===== src/rtl/pmem_burst_pkg.sv =====
// Shared types and geometry for the cache-line to burst-memory adaptor.
// Holds the FSM state encoding, line/beat widths and the beat-count width.
package pmem_burst_pkg;

    localparam int LINE_W = 256;
    localparam int BEAT_W = 64;
    localparam int BEATS  = LINE_W / BEAT_W;
    localparam int CNT_W  = (BEATS > 1) ? $clog2(BEATS) : 1;

    typedef enum logic [1:0] {
        IDLE     = 2'd0,
        RD_BURST = 2'd1,
        WR_BURST = 2'd2,
        DONE     = 2'd3
    } state_t;

    // Burst memory is addressed on 32-byte boundaries
    function automatic logic [31:0] align_line_addr(input logic [31:0] addr);
        return {addr[31:5], 5'b0_0000};
    endfunction

endpackage


===== src/rtl/burst_beat_buffer.sv =====
// Line-wide data register with a per-beat write port and a beat-select read mux.
// Loaded whole for writes, filled one beat at a time for reads.
module burst_beat_buffer #(
    parameter int LINE_W = pmem_burst_pkg::LINE_W,
    parameter int BEAT_W = pmem_burst_pkg::BEAT_W,
    parameter int BEATS  = LINE_W / BEAT_W,
    parameter int SEL_W  = (BEATS > 1) ? $clog2(BEATS) : 1
) (
    input  logic              clk,
    input  logic              rst,
    input  logic              line_load,
    input  logic [LINE_W-1:0] line_in,
    input  logic              beat_we,
    input  logic [SEL_W-1:0]  wr_sel,
    input  logic [BEAT_W-1:0] beat_in,
    input  logic [SEL_W-1:0]  rd_sel,
    output logic [LINE_W-1:0] line_out,
    output logic [BEAT_W-1:0] beat_out
);
    import pmem_burst_pkg::*;

    logic [LINE_W-1:0] line_r;

    // Line storage: reset clears, whole-line load beats single-beat fill
    always_ff @(posedge clk) begin
        if (rst) begin
            line_r <= '0;
        end else if (line_load) begin
            line_r <= line_in;
        end else begin
            for (int i = 0; i < BEATS; i++) begin
                if (beat_we && (wr_sel == SEL_W'(i))) begin
                    line_r[i*BEAT_W +: BEAT_W] <= beat_in;
                end
            end
        end
    end

    // Beat-select read mux; a select past the last beat reads as zero
    always_comb begin
        beat_out = '0;
        for (int i = 0; i < BEATS; i++) begin
            beat_out = (rd_sel == SEL_W'(i)) ? line_r[i*BEAT_W +: BEAT_W] : beat_out;
        end
    end

    assign line_out = line_r;

endmodule


===== src/rtl/pmem_burst_adaptor.sv =====
// Splits cache-line reads/writes into BEATS-long bursts to beat-wide memory.
// The FSM and beat counter live here; line data lives in burst_beat_buffer.
module pmem_burst_adaptor #(
    parameter int LINE_W = pmem_burst_pkg::LINE_W,
    parameter int BEAT_W = pmem_burst_pkg::BEAT_W,
    parameter int BEATS  = LINE_W / BEAT_W
) (
    input  logic              clk,
    input  logic              rst,
    input  logic [31:0]       line_addr,
    input  logic [LINE_W-1:0] line_wdata,
    output logic [LINE_W-1:0] line_rdata,
    input  logic              line_read,
    input  logic              line_write,
    output logic              line_resp,
    output logic [31:0]       burst_addr,
    input  logic [BEAT_W-1:0] burst_rdata,
    output logic [BEAT_W-1:0] burst_wdata,
    output logic              burst_read,
    output logic              burst_write,
    input  logic              burst_resp
);
    import pmem_burst_pkg::*;

    localparam int               SEL_W     = (BEATS > 1) ? $clog2(BEATS) : 1;
    localparam logic [SEL_W-1:0] LAST_BEAT = SEL_W'(BEATS - 1);

    state_t            state_r;
    logic [SEL_W-1:0]  cnt_r;
    logic [LINE_W-1:0] line_rdata_r;
    logic              line_resp_r;
    logic [31:0]       burst_addr_r;
    logic [BEAT_W-1:0] burst_wdata_r;
    logic              burst_read_r;
    logic              burst_write_r;

    logic [SEL_W-1:0]  next_sel_s;
    logic              last_beat_s;
    logic              rd_beat_s;
    logic              line_load_s;
    logic [LINE_W-1:0] buf_line_s;
    logic [BEAT_W-1:0] buf_beat_s;
    logic [LINE_W-1:0] rd_line_s;

    // Beat bookkeeping shared by the FSM and the line buffer
    always_comb begin
        next_sel_s  = cnt_r + SEL_W'(1);
        last_beat_s = (cnt_r == LAST_BEAT);
        rd_beat_s   = (state_r == RD_BURST) && burst_resp;
        line_load_s = (state_r == IDLE) && line_write;
    end

    // Completed read line: buffered beats with the arriving beat in its slot
    always_comb begin
        rd_line_s = buf_line_s;
        for (int i = 0; i < BEATS; i++) begin
            rd_line_s[i*BEAT_W +: BEAT_W] = (cnt_r == SEL_W'(i)) ? burst_rdata
                                                                  : buf_line_s[i*BEAT_W +: BEAT_W];
        end
    end

    burst_beat_buffer #(
        .LINE_W (LINE_W),
        .BEAT_W (BEAT_W),
        .BEATS  (BEATS),
        .SEL_W  (SEL_W)
    ) u_buf (
        .clk       (clk),
        .rst       (rst),
        .line_load (line_load_s),
        .line_in   (line_wdata),
        .beat_we   (rd_beat_s),
        .wr_sel    (cnt_r),
        .beat_in   (burst_rdata),
        .rd_sel    (next_sel_s),
        .line_out  (buf_line_s),
        .beat_out  (buf_beat_s)
    );

    // Control FSM with registered memory- and line-side outputs
    always_ff @(posedge clk) begin
        if (rst) begin
            state_r       <= IDLE;
            cnt_r         <= '0;
            line_rdata_r  <= '0;
            line_resp_r   <= 1'b0;
            burst_addr_r  <= 32'h0000_0000;
            burst_wdata_r <= '0;
            burst_read_r  <= 1'b0;
            burst_write_r <= 1'b0;
        end else begin
            case (state_r)
                IDLE: begin
                    // Write wins a tie; first write beat is presented immediately
                    if (line_write) begin
                        state_r       <= WR_BURST;
                        cnt_r         <= '0;
                        burst_addr_r  <= align_line_addr(line_addr);
                        burst_wdata_r <= line_wdata[BEAT_W-1:0];
                        burst_write_r <= 1'b1;
                    end else if (line_read) begin
                        state_r      <= RD_BURST;
                        cnt_r        <= '0;
                        burst_addr_r <= align_line_addr(line_addr);
                        burst_read_r <= 1'b1;
                    end
                end
                RD_BURST: begin
                    if (burst_resp) begin
                        if (last_beat_s) begin
                            state_r      <= DONE;
                            cnt_r        <= '0;
                            burst_read_r <= 1'b0;
                            line_resp_r  <= 1'b1;
                            line_rdata_r <= rd_line_s;
                        end else begin
                            cnt_r <= next_sel_s;
                        end
                    end
                end
                WR_BURST: begin
                    if (burst_resp) begin
                        if (last_beat_s) begin
                            state_r       <= DONE;
                            cnt_r         <= '0;
                            burst_write_r <= 1'b0;
                            line_resp_r   <= 1'b1;
                        end else begin
                            cnt_r         <= next_sel_s;
                            burst_wdata_r <= buf_beat_s;
                        end
                    end
                end
                DONE: begin
                    state_r     <= IDLE;
                    line_resp_r <= 1'b0;
                end
                default: begin
                    state_r       <= IDLE;
                    cnt_r         <= '0;
                    line_resp_r   <= 1'b0;
                    burst_read_r  <= 1'b0;
                    burst_write_r <= 1'b0;
                end
            endcase
        end
    end

    assign line_rdata  = line_rdata_r;
    assign line_resp   = line_resp_r;
    assign burst_addr  = burst_addr_r;
    assign burst_wdata = burst_wdata_r;
    assign burst_read  = burst_read_r;
    assign burst_write = burst_write_r;

endmodule


===== config.mk =====
export PLATFORM = sky130hd
export DESIGN_NAME = pmem_burst_adaptor
export DESIGN_NICKNAME = d
export VERILOG_FILES = /design/src/rtl/pmem_burst_pkg.sv /design/src/rtl/burst_beat_buffer.sv /design/src/rtl/pmem_burst_adaptor.sv
export SDC_FILE = /design/constraint.sdc
export NUM_CORES = 1
export LEC_CHECK = 0
export ABC_AREA = 0
export CORE_AREA = 2 2 277 279
export CTS_CLUSTER_DIAMETER = 30
export DETAILED_ROUTE_END_ITERATION = 16
export DIE_AREA = 0 0 279 281
export DONT_BUFFER_PORTS = 1
export MAX_ROUTING_LAYER = met4
export PLACE_DENSITY_LB_ADDON = 0.08
export SLEW_MARGIN = 10
export SYNTH_ARGS = -nofsm -noshare
export SYNTH_HDL_FRONTEND = slang
export SYNTH_SLANG_ARGS = --single-unit

===== constraint.sdc =====
create_clock -name clk -period 2.45 [get_ports clk]
set_clock_uncertainty 0.1 [all_clocks]
set_input_delay 0.6125 -clock clk [delete_from_list [all_inputs] [get_ports clk]]
set_output_delay 0.6125 -clock clk [all_outputs]
set_load 0.005 [all_outputs]

After elaboration in Yosys (flattened, before gate mapping). Cells that the tools add are included.

Bits in registers: 615. Input port bits: 357. Output and inout bits: 355. Logic and storage cells: 98.

Add/subtract/negate cells: 1. Eq/ne operators: 20. Muxes and demuxes: 38. Reduce and logical (&&, ||, !) cells: 27.

Operators by type and width (count): two-way mux 64 bit (14); two-way mux 256 bit (1); one-hot mux 64 bit (2 select lines) (1); two-way mux 32 bit (2); nonzero test 2 bit (9); two-way mux 2 bit (8); inequality test 2 bit (second input constant) (8); == test 2 bit (second input constant) (6); AND reduction 3 bit (4); AND reduction 4 bit (2); two-way mux 1 bit (7); == test 2 x 1 -> 1 bit (second input constant) (3); logical AND 1 bit (6); zero test 2 bit (3); one-hot mux 1 bit (2 select lines) (3); one-hot mux 2 bit (3 select lines) (1); AND reduction 5 bit (1); inequality test 2 x 1 -> 1 bit (second input constant) (2); one-hot mux 2 bit (2 select lines) (1); inequality test 3 bit (second input constant) (1); adder 2 x 1 -> 2 bit (second input constant) (1); AND reduction 2 bit (1); OR reduction 2 bit (1).

Depth between registers and ports, before layout. Gate-level depths: netlist of run 1.

Depth after elaboration: 9. Depth in mapped cells: 9. Gate-level depth less buffers: 6.

By module. A second synthesis of run 1 with hierarchy kept.

Cell total of the unflattened synthesis: 3054. Area, all modules: 29379.4 um^2.

Modules (own cells, without submodules): pmem_burst_adaptor (times used 1, cells each 1670, area each 15399.8 um^2, sequential area each 7086.8 um^2); burst_beat_buffer (times used 1, cells each 1384, area each 13979.7 um^2, sequential area each 5124.9 um^2).

Worst setup path before layout of run 1. Ideal clock, no wire load.

Path type: register -> register. Start point: reg cnt_r[0]. End point: reg burst_wdata_r[12] (netlist: burst_wdata[12]). Setup time: 119 ps. Data arrival time: 1693 ps. Required time: 2231 ps. Setup slack: 538 ps. Stages on the path, launching flop included: 9. Path buffers: 2. Clock period less this slack: 1912 ps. Path through: dfxtp_1 -> inv_1 -> ha_1 -> nor2b_1 -> buf_2 -> buf_1 -> a221oi_1 -> a21oi_1 -> o221a_2.

Word-level cells in the longest chain between the ends: 9. Elaborated cells between the ends (all ways): 15. Those cells by class: add/sub (1); eq/ne (5); mux (7); reduce/logical (2).

RTL lines: from (decl) (line pmem_burst_adaptor.sv:29) `logic [SEL_W-1:0] cnt_r;`; from (signal assigned) (line pmem_burst_adaptor.sv:117) `cnt_r <= next_sel_s;`; from (signal assigned) (line pmem_burst_adaptor.sv:129) `cnt_r <= next_sel_s;`; adder 2 x 1 -> 2 bit (line pmem_burst_adaptor.sv:47) `next_sel_s = cnt_r + SEL_W'(1);`; zero test 2 bit (line burst_beat_buffer.sv:43) `beat_out = (rd_sel == SEL_W'(i)) ? line_r[i*BEAT_W +: BEAT_W] : beat_out;`; two-way mux 64 bit (4 in series) (line burst_beat_buffer.sv:43); two-way mux 64 bit (line pmem_burst_adaptor.sv:123) `if (last_beat_s) begin`; two-way mux 64 bit (line pmem_burst_adaptor.sv:122) `if (burst_resp) begin`; one-hot mux 64 bit (2 select lines) (line pmem_burst_adaptor.sv:92) `case (state_r)`; to (signal assigned) (line pmem_burst_adaptor.sv:99) `burst_wdata_r <= line_wdata[BEAT_W-1:0];`; to (signal assigned) (line pmem_burst_adaptor.sv:130) `burst_wdata_r <= buf_beat_s;`; to (decl) (line pmem_burst_adaptor.sv:33) `logic [BEAT_W-1:0] burst_wdata_r;`.

Several ways; a longest one is shown, not always the timed one. The select of a mux whose other input is x is not followed. A chain may end at the register's enable or synchronous reset.

Worst setup path after layout of run 1.
Start point: in rst. End point: reg burst_wdata_r[53] (netlist: burst_wdata[53]).

RTL lines: from (decl) (line pmem_burst_adaptor.sv:9) `input logic rst,`.

No word-level cell between the ends.

==> results of run 1 <==
[registers in the layout, indices dropped and copies added (netlist names)]
name,cells
line_resp,1
burst_write,1
burst_read,1
burst_wdata,64
line_rdata,256
burst_addr,27
cnt_r,2
state_r,2
u_buf.line_out,256
[worst max-delay path: stages]
cell	delay, ns
clkinv_2	1.15
buf_12	0.44
o221a_1	0.16
[final cells by class]
type                            count  area [um2]  share of cell area
Tap cell                          978        1220              0.0340
Clock inverter                     62         887              0.0246
Inverter                            9        36.3             0.00101
Multi-Input combinational cell   2191       13500               0.375
Timing Repair Buffer              300        3430              0.0952
Clock buffer                      232        4660               0.129
Antenna cell                       20        50.0             0.00139
Sequential cell                   610       12200               0.339
[stage by stage]
stage / setup TNS (ns) / area, um2 / std cells
floorplan: 0 / 27100 / 3136
global placement: -0.00637 / 28200 / 3872
detailed placement: -0.195 / 28200 / 3872
CTS: 0 / 35600 / 4351
global route: -0.128 / 36000 / 4400
finish: -28.80 / 36000 / 4402
[kinds of logic (layout without fill, tap and decap cells)]
family | Yosys count | in the layout
other | 1 | 25
muxes | 256 | 256
and+or+nand+nor | 849 | 849
DFF | 610 | 610
adders and majority gates | 10 | 10
AOI/OAI and AO/OA | 1071 | 1071
buffers and inverters | 335 | 603
[worst max path at each step]
stage                           from               to  slack [ns]  cells after the start
final                            rst  burst_wdata[53]       -0.58                      3
after global routing      state_r[1]   line_rdata[40]       -0.04                      7
after CTS                   cnt_r[0]  burst_wdata[28]       0.005                      7
after detailed placement  state_r[0]  burst_wdata[22]       -0.02                      6
after global placement      cnt_r[0]  burst_wdata[30]      -0.006                      7
after floorplan             cnt_r[0]  burst_wdata[12]        0.54                      8
[metal layers]
| layer | vias up | global-route usage | part of all wire |
|---|---|---|---|
| met1 | 12500 | 0.348 | 0.40 |
| met2 | 1355 | 0.464 | 0.47 |
| met5 | - | - | 0 |
| met3 | 291 | 0.0885 | 0.093 |
| li1 | 11800 | - | - |
| met4 | 0 | 0.128 | 0.037 |
[where the power goes]
part	internal, W	switching, W	total, W
clock network	0.0147	0.00655	0.0212
logic	0.00450	0.00682	0.0113
registers	0.0119	0.00166	0.0136
total	0.0311	0.0150	0.0461
[layout by cell type, fill, tap and decap left out, types with 45 or more instances in the layout]
cell type	count
o21ai_0	129
a211oi_1	384
a21oi_1	352
dfxtp_1	610
clkbuf_16	164
nand2_1	316
dlygate4sd3_1	209
buf_12	45
a311oi_1	66
a221oi_1	64
and2_1	64
nor2_1	452
mux2i_1	256
[timing repair]
action	CTS	global route
setup buffers	0	4
pin swaps	0	1
hold endpoints to repair	469	214
hold buffers	185	24
resized for setup	1	8
endpoints found under the setup margin	7	58
gates cloned	0	3
==> impl_metrics.py, run 1 <==
metrics = {
    "setup_path": {
        "worstSetupPathType": "in -> reg",
        "r2r_slack_ns": 0.05,
        "critPathRequiredTime_ns": 2.92,
        "critPathCaptureType": "register",
        "startpoint_type": "primary input",
        "arrival_ns": 3.49,
        "worstPathMaxFanout": 547,
        "rr_worst_depth": 7,
        "r2r_start": "state_r[1]",
        "worstReg2RegEnd": "line_rdata[227]",
    },
    "layout": {
        "fillers": 7144,
        "drive_gt1_frac": 0.122,
        "final_util": 0.477,
        "fin_nets": 3638,
        "area_delta_synth_final_pct": 32.8,
    },
    "synthesis": {
        "synth.distinct_cells": 40,
        "yosysTopAreaCell": "dfxtp_1",
        "synth_top_family_by_area": "compound AO/OA/AOI/OAI gates",
        "synthSimpleGateAreaFrac": 0.125,
        "synth_area_mm2": 0.0271,
        "synthArstFlopShare": 0,
        "synth_edf_count": 0,
        "synth_ff_type": "dfxtp_1",
        "synthCells": 3132,
        "avgSynthCellArea_um2": 8.65,
        "ys_top_cells_by_count": "610 x dfxtp_1, 452 x nor2_1, 384 x a211oi_1",
        "synth_compound_area_frac": 0.267,
        "synth_seq_area_share": 0.451,
        "synth_top_cell_area_share": 0.451,
        "synthTopCellsByArea": "dfxtp_1 45%, a211oi_1 11%, mux2i_1 9.5%, a21oi_1 6.5%, nor2_1 6.3%",
        "synth_fa_ha_area_frac": 0.00462,
        "synthMuxAreaShare": 0.0945,
        "yosysWarnings": 0,
        "synth.most_common_cell": "dfxtp_1",
        "yosys.area_share.xor_xnor": 0,
        "synth-seq-cells": 610,
    },
    "clock_network": {
        "insertion_delay_ns": 0.72,
        "cts_sinks": 610,
        "cts_tree": "built",
        "cts_made_buffers": 159,
        "h-tree-depth": 4,
        "clk_path_buf_depth": 3,
        "clk_pin_slew_ns": 0.05,
        "root_buffer": "clkbuf_16",
    },
    "pwr": {
        "cellLeakagePower_nw": 13.1,
        "total_power_w": 0.0461,
        "vdd_drop_max_uv": 831,
        "p_per_area_mw_per_mm2": 1280,
    },
    "sta": {
        "worstMarginPinSlew_ns": 2.45,
        "final_max_slew_viol_count": 315,
        "fin_ws_ns": -0.578,
        "setup_viol": 65,
        "rsz0062_at_grt": "yes",
        "fin_crit_sh": 1.24,
        "fin_crit_ns": 3.03,
        "max_freq_mhz": 330,
        "maxSlewHeadroom": -0.633,
        "finalHoldViolCount": 46,
        "holdWs_ns": -0.127,
    },
    "placement": {
        "io_buffers": 0,
        "place_ws_ns": -0.0175,
        "dp_hpwl_mm": 71.6,
        "place_congestion": 0.883,
    },
    "min_path": {
        "min-delay-start": "rst",
        "hold_path_class": "in -> reg",
        "min_path_cells": 1,
        "hold_end": "line_rdata[248]",
    },
    "status": {
        "outcome": "finished with violations",
        "violations": "hold timing, slew limit, setup timing",
    },
    "drt": {
        "drt-pass1-iter-count": 7,
        "first_iter_violations": 2147,
        "drc": 0,
        "ant_nets": 0,
        "via_count": 25900,
        "post_drt_wl_per_cell_um": 27.2,
        "drt_wl_total_mm": 120,
        "avgViaCountPerCell": 5.89,
    },
    "grt": {
        "grt_overflow": 0,
        "grt_max_degree": 548,
        "grt_pass1_wl_mm": 170,
        "antenna_found_initial": 19,
        "grt_pass1_vias": 25300,
        "grt_usage": 0.295,
    },
    "floorplan": {
        "ios": 712,
        "rows": 101,
        "die_w_um": 279,
        "die_h_um": 281,
        "start_util": 0.359,
        "core_mm2": 0.0754,
        "dieArea_mm2": 0.0784,
    },
    "run": {
        "max-cap-violations": 0,
    },
}
No activity file was read; power rests on OpenSTA's default activity.
==> run 2, diff against run 1 <==
--- a/config.mk
+++ b/config.mk
@@ -6,6 +6,7 @@
 export NUM_CORES = 1
 export LEC_CHECK = 0
 export ABC_AREA = 0
+export CAP_MARGIN = 20
 export CORE_AREA = 2 2 277 279
 export CTS_CLUSTER_DIAMETER = 30
 export DETAILED_ROUTE_END_ITERATION = 16
==> results of run 2 <==
Same layout as run 1: the final DEF is identical, and so are final timing and power.
